$ cat src/rtl/cmd_ram_responder.sv
// Block-RAM stand-in for the SDRAM command interface: clears memory after reset,
// answers reads after a fixed latency and inserts periodic refresh stalls.
module cmd_ram_responder #(
  parameter int DepthBits           = 8,
  parameter int ReadLatency         = 3,
  parameter int RefreshPeriodCycles = 64,
  parameter int RefreshBusyCycles   = 4
) (
  input  logic        clk,
  input  logic        rst,
  output logic        cmdReady,
  input  logic        cmdTrigger,
  input  logic [22:0] cmdAddr,
  input  logic        cmdWrite,
  input  logic [15:0] cmdWriteData,
  output logic [15:0] cmdReadData,
  output logic        cmdReadDataValid,
  output logic        didRefresh
);

  localparam int Depth = 1 << DepthBits;
  localparam int ClrW  = DepthBits + 1;
  localparam int LatW  = $clog2(ReadLatency + 1);
  localparam int RefW  = $clog2(RefreshPeriodCycles);
  localparam int BusyW = $clog2(RefreshBusyCycles + 1);

  localparam logic [ClrW-1:0]  ClrLast  = ClrW'(Depth - 1);
  localparam logic [LatW-1:0]  LatLoad  = LatW'(ReadLatency);
  localparam logic [RefW-1:0]  RefLast  = RefW'(RefreshPeriodCycles - 1);
  localparam logic [BusyW-1:0] BusyLast = BusyW'(RefreshBusyCycles - 1);

  typedef enum logic [2:0] {
    ST_INIT,
    ST_IDLE,
    ST_WRITE,
    ST_READ,
    ST_REFRESH
  } state_t;

  state_t               state_q;
  state_t               state_d;
  logic [ClrW-1:0]      clear_cnt;
  logic [RefW-1:0]      ref_cnt;
  logic                 refresh_pending;
  logic [LatW-1:0]      lat_cnt;
  logic [BusyW-1:0]     busy_cnt;
  logic [DepthBits-1:0] rd_addr;
  logic                 accept;
  logic                 ref_wrap;
  logic                 mem_we;
  logic [DepthBits-1:0] mem_waddr;
  logic [15:0]          mem_wdata;
  logic [15:0]          mem [Depth];

  // Upper address bits alias onto the implemented depth.
  logic unused_addr_bits;
  assign unused_addr_bits = ^cmdAddr[22:DepthBits];

  assign cmdReady = (state_q == ST_IDLE) && !refresh_pending;
  assign accept   = cmdReady && cmdTrigger;
  assign ref_wrap = (ref_cnt == RefLast);

  // NOTE: every signal driven here gets a default before the case so no latch is inferred.
  always_comb begin
    state_d = state_q;
    unique case (state_q)
      ST_INIT:    if (clear_cnt == ClrLast) state_d = ST_IDLE;
      ST_IDLE: begin
        if (refresh_pending) state_d = ST_REFRESH;
        else if (cmdTrigger) state_d = cmdWrite ? ST_WRITE : ST_READ;
      end
      ST_WRITE:   state_d = ST_IDLE;
      ST_READ:    if (lat_cnt == LatW'(1)) state_d = ST_IDLE;
      ST_REFRESH: if (busy_cnt == BusyLast) state_d = ST_IDLE;
      default:    state_d = ST_INIT;
    endcase
  end

  // Single write port shared by the clear sweep and accepted writes.
  always_comb begin
    mem_we    = 1'b0;
    mem_waddr = clear_cnt[DepthBits-1:0];
    mem_wdata = '0;
    if (!rst) begin
      if (state_q == ST_INIT) begin
        mem_we = 1'b1;
      end else if (accept && cmdWrite) begin
        mem_we    = 1'b1;
        mem_waddr = cmdAddr[DepthBits-1:0];
        mem_wdata = cmdWriteData;
      end
    end
  end

  // NOTE: the array carries no reset so it maps onto block RAM; the INIT sweep clears it.
  always_ff @(posedge clk) begin
    if (mem_we) mem[mem_waddr] <= mem_wdata;
  end

  // NOTE: state updates use non-blocking assignments so every register sees pre-edge values.
  always_ff @(posedge clk) begin
    if (rst) begin
      state_q          <= ST_INIT;
      clear_cnt        <= '0;
      ref_cnt          <= '0;
      refresh_pending  <= 1'b0;
      lat_cnt          <= '0;
      busy_cnt         <= '0;
      rd_addr          <= '0;
      cmdReadData      <= '0;
      cmdReadDataValid <= 1'b0;
      didRefresh       <= 1'b0;
    end else begin
      state_q          <= state_d;
      cmdReadDataValid <= 1'b0;

      if (state_q == ST_INIT) clear_cnt <= clear_cnt + ClrW'(1);

      // Free-running refresh timer, held at zero while memory is being cleared.
      if (state_q == ST_INIT || ref_wrap) ref_cnt <= '0;
      else                                 ref_cnt <= ref_cnt + RefW'(1);

      if (state_q == ST_IDLE && refresh_pending) refresh_pending <= 1'b0;
      if (state_q != ST_INIT && ref_wrap)        refresh_pending <= 1'b1;

      case (state_q)
        ST_IDLE: begin
          busy_cnt <= '0;
          if (accept && !cmdWrite) begin
            rd_addr <= cmdAddr[DepthBits-1:0];
            lat_cnt <= LatLoad;
          end
        end
        ST_READ: begin
          if (lat_cnt == LatW'(1)) begin
            cmdReadData      <= mem[rd_addr];
            cmdReadDataValid <= 1'b1;
          end else begin
            lat_cnt <= lat_cnt - LatW'(1);
          end
        end
        ST_REFRESH: begin
          if (busy_cnt == BusyLast) didRefresh <= ~didRefresh;
          else                      busy_cnt   <= busy_cnt + BusyW'(1);
        end
        default: ;
      endcase
    end
  end

endmodule

$ cat config.mk
export PLATFORM = sky130hd
export DESIGN_NAME = cmd_ram_responder
export DESIGN_NICKNAME = d
export VERILOG_FILES = /design/src/rtl/cmd_ram_responder.sv
export SDC_FILE = /design/constraint.sdc
export NUM_CORES = 2
export LEC_CHECK = 0
export ABC_AREA = 0
export BUFFER_PORTS_ARGS = -buffer_cell sky130_fd_sc_hd__clkbuf_2
export CORE_AREA = 2 2 675 476
export CTS_CLUSTER_SIZE = 10
export DETAILED_ROUTE_END_ITERATION = 16
export DIE_AREA = 0 0 677 478
export PLACE_DENSITY = 0.65
export SKIP_CTS_REPAIR_TIMING = 1
export SLEW_MARGIN = 15
export SYNTH_ARGS = -nofsm -noshare
export SYNTH_HDL_FRONTEND = slang
export SYNTH_SLANG_ARGS = --single-unit
export TNS_END_PERCENT = 20
$ cat constraint.sdc
create_clock -name clk -period 9.8 [get_ports clk]
set_clock_uncertainty 0.2 [all_clocks]
set_input_delay 1.96 -clock clk [delete_from_list [all_inputs] [get_ports clk]]
set_output_delay 1.96 -clock clk [all_outputs]
set_load 0.02 [all_outputs]
==> results_dict.tcl <==
set metrics [dict create \
    outcome "finished, final reports clean" \
    leakage_nw 54.83 \
    min_period_ps 5611 \
    power_frac_seq_pct 55.6 \
    coreArea_sq_um 318300 \
    cts_root_buf "clkbuf_16" \
    multi_input_area_sq_um 33980 \
    cts.htree.levels 5 \
    power_frac_comb_pct 1.3 \
    rsz0062_at_grt "no" \
    min_period_over_period_pct 57.25 \
    totalNegativeSetupSlack_ps 0 \
    die_w_um 677 \
    required_ps 10240 \
    postSynthAreaPerCell_sq_um 20.79 \
    grt-ovfl-total 0 \
    tightest_slew_ps 1301 \
    placed_cell_area_sq_um 166700 \
    via_count 81870 \
    critPathLaunchType "input port" \
    finalInstanceArea_sq_um 179100 \
    yosys_warnings 0 \
    power_mw 34.64 \
    gp_congestion 0.8821 \
    irDropWorstVdd_v 0.0001553 \
    critPathArrivalTime_ps 6050 \
    drc 0 \
    ff2ff_path_depth 9 \
    clk_latency_ps 950 \
    finalMaxSlewViolations 0 \
    synthArstFlopShare_pct 0 \
    setup_ws_ps 4189 \
    wl_mm 427.3 \
    clock_path_buffers 4 \
    synth_nets 7800 \
    grt_antenna_before_repair 26 \
    ys.flop_type "edfxtp_1" \
    slew_headroom_pct 12.61 \
    rows 174 \
    hpwl_mm 254.7 \
    grtUsageTotal_pct 26.06 \
    synth_edf_count 4096 \
    detail-route-antenna-nets 0 \
    start_util_pct 50.63 \
    synthTopCellsByCount "4096 x edfxtp_1, 719 x mux4_2, 578 x mux2i_1, 322 x nor2_1, 249 x nand2_1" \
    synth_seq_area_share_pct 76.95 \
    power.share.switching_pct 19.51 \
    ys_seq_elements 4146 \
    finalSetupViolCount 0 \
    whs_ps 256.6 \
    clock_sinks 4146 \
    ys_types 85 \
    r2r-end "cmdReadData[3]$_SDFFE_PP0P_" \
    synth_top_area_share_pct 76.32 \
    yosys.area.top_type "edfxtp_1" \
    synth_area_leaders "edfxtp_1 76%, mux4_2 10%, mux2i_1 3.6%" \
    die_area_sq_um 323600 \
    cap_violations 0 \
    routed_via_density 6.521 \
    power.internal_mw 27.88 \
    fin_nets 8215 \
    synth_cells 7751 \
    io_buffer_count 46 \
    grt_pass1_vias 78620 \
    grt_max_degree 197 \
    numCtsBuffers 457 \
    r2r_setup_slack_ps 4290 \
    layout-area-overhead-vs-synth_pct 11.15 \
    cts_tree "done" \
    end_kind "register" \
    worstSetupPathType "in2reg" \
    switching_power_mw 6.757 \
    cp_max_fo 31 \
    fmaxAchievable_mhz 178.2 \
    die_h_um 478 \
    clkTransAtPathRegs_ps 50 \
    dp_slack_ps 3377 \
    netlist_area_sq_um 161200 \
    wl_per_cell_um 34.04 \
    first_pass_iters 5 \
    power_density_nw_per_um2 193.4 \
    hold_class "reg2reg" \
    reg2reg_from "rd_addr[1]$_SDFFE_PP0P_" \
    endpoint "mem[123][5]$_DFFE_PP_" \
    num_io_pins 62 \
    synth_most_common_cell "edfxtp_1" \
    startpoint "rst" \
    hold_viol 0 \
    regArea_sq_um 124000 \
    final_layout_size_suffix_gt1_share_pct 21.58 \
    grt_pass1_wl_mm 598.6 \
    fillers 23310 \
    clkPwrFrac_pct 43.1 \
    drtIter0Drc 12800 \
]
stage by stage:
step                      std cells  utilization [%]
after floorplan                7751                -
after global placement        11930            52.36
after detailed placement      11930            52.37
after CTS                     12540            56.25
after global routing          12550            56.27
final                         12560            56.27
logic make-up after synthesis:
kind of cell | count (synthesis) | synth area share [%]
simple gates | 870 | 2.505
fa+ha+maj | 6 | 0.04658
buf+inv | 476 | 2.193
compound gates | 887 | 3.843
mux | 1354 | 14.40
xor+xnor | 12 | 0.06522
flops | 4146 | 76.95
layout by cell type, fill, tap and decap left out, drive strengths merged, types with 12 or more instances in the layout:
cell,count
nand4,18
dfxtp,50
mux4,758
buf,374
nand3b,13
mux2,18
clkbuf,643
o221ai,105
nor4,16
and2,44
nor2b,15
a21oi,148
nand3,69
nor2,323
edfxtp,4096
nand2,263
a211oi,81
a2111oi,52
o211ai,12
o21ai,93
o22ai,203
mux2i,578
nor3,52
a22oi,103
a221oi,15
inv,20
a31oi,13
diode,13
a211o,17
sequential cells by signal, indices dropped and copies added, names as in the netlist:
| signal | cells |
|---|---|
| mem | 4096 |
| didRefresh | 1 |
| ref_cnt | 6 |
| lat_cnt | 2 |
| cmdReadData | 16 |
| refresh_pending | 1 |
| rd_addr | 8 |
| cmdReadDataValid | 1 |
| busy_cnt | 3 |
| clear_cnt | 9 |
| state_q | 3 |
power groups by stage:
stage / combinational, mW / sequential, mW / clock (mW)
after floorplan: 0.258 / 19.6 / 0
after global placement: 0.447 / 19.6 / 0
after detailed placement: 0.451 / 19.6 / 0
after CTS: 0.453 / 19.2 / 15.1
after global routing: 0.479 / 19.2 / 15.8
final: 0.464 / 19.2 / 14.9
how the worst min path moves through the flow:
stage               depth (start not counted)               endpoint  slack, ps             startpoint
CTS                                         1  ref_cnt[0]$_SDFF_PP0_        260  ref_cnt[0]$_SDFF_PP0_
finish                                      1  ref_cnt[0]$_SDFF_PP0_        260  ref_cnt[0]$_SDFF_PP0_
global route                                1  ref_cnt[0]$_SDFF_PP0_        310  ref_cnt[0]$_SDFF_PP0_
global placement                            1  ref_cnt[0]$_SDFF_PP0_        230  ref_cnt[0]$_SDFF_PP0_
floorplan                                   1  ref_cnt[0]$_SDFF_PP0_        220  ref_cnt[0]$_SDFF_PP0_
detailed placement                          1  ref_cnt[0]$_SDFF_PP0_        250  ref_cnt[0]$_SDFF_PP0_
worst max-delay path: stages:
cell and delay, ps:
clkbuf_2 200, nor4_4 320, buf_4 450, nand3_1 160, o21ai_2 260, nand3_1 810
buf_4 520, nor2_1 960, buf_4 320
per-layer routing:
metal / routed length, um / global-route usage [%] / share of wire, %
met5: 393 / 0.7658 / 0.092
met4: 9695 / 6.106 / 2.3
met3: 57420 / 7.999 / 13
met2: 181400 / 35.92 / 42
met1: 178400 / 40.70 / 42
cell type report:
class	instances	share of cell area, %
diodes	13	0.01816
inverters	12	0.03004
flip-flops and latches	4146	69.24
clock inverters	14	0.08243
clock buffers	597	6.809
repair buffers	420	1.901
well taps	4224	2.951
multi-input cells	3129	18.97
Note: power is estimated with default switching activity, not from simulation.
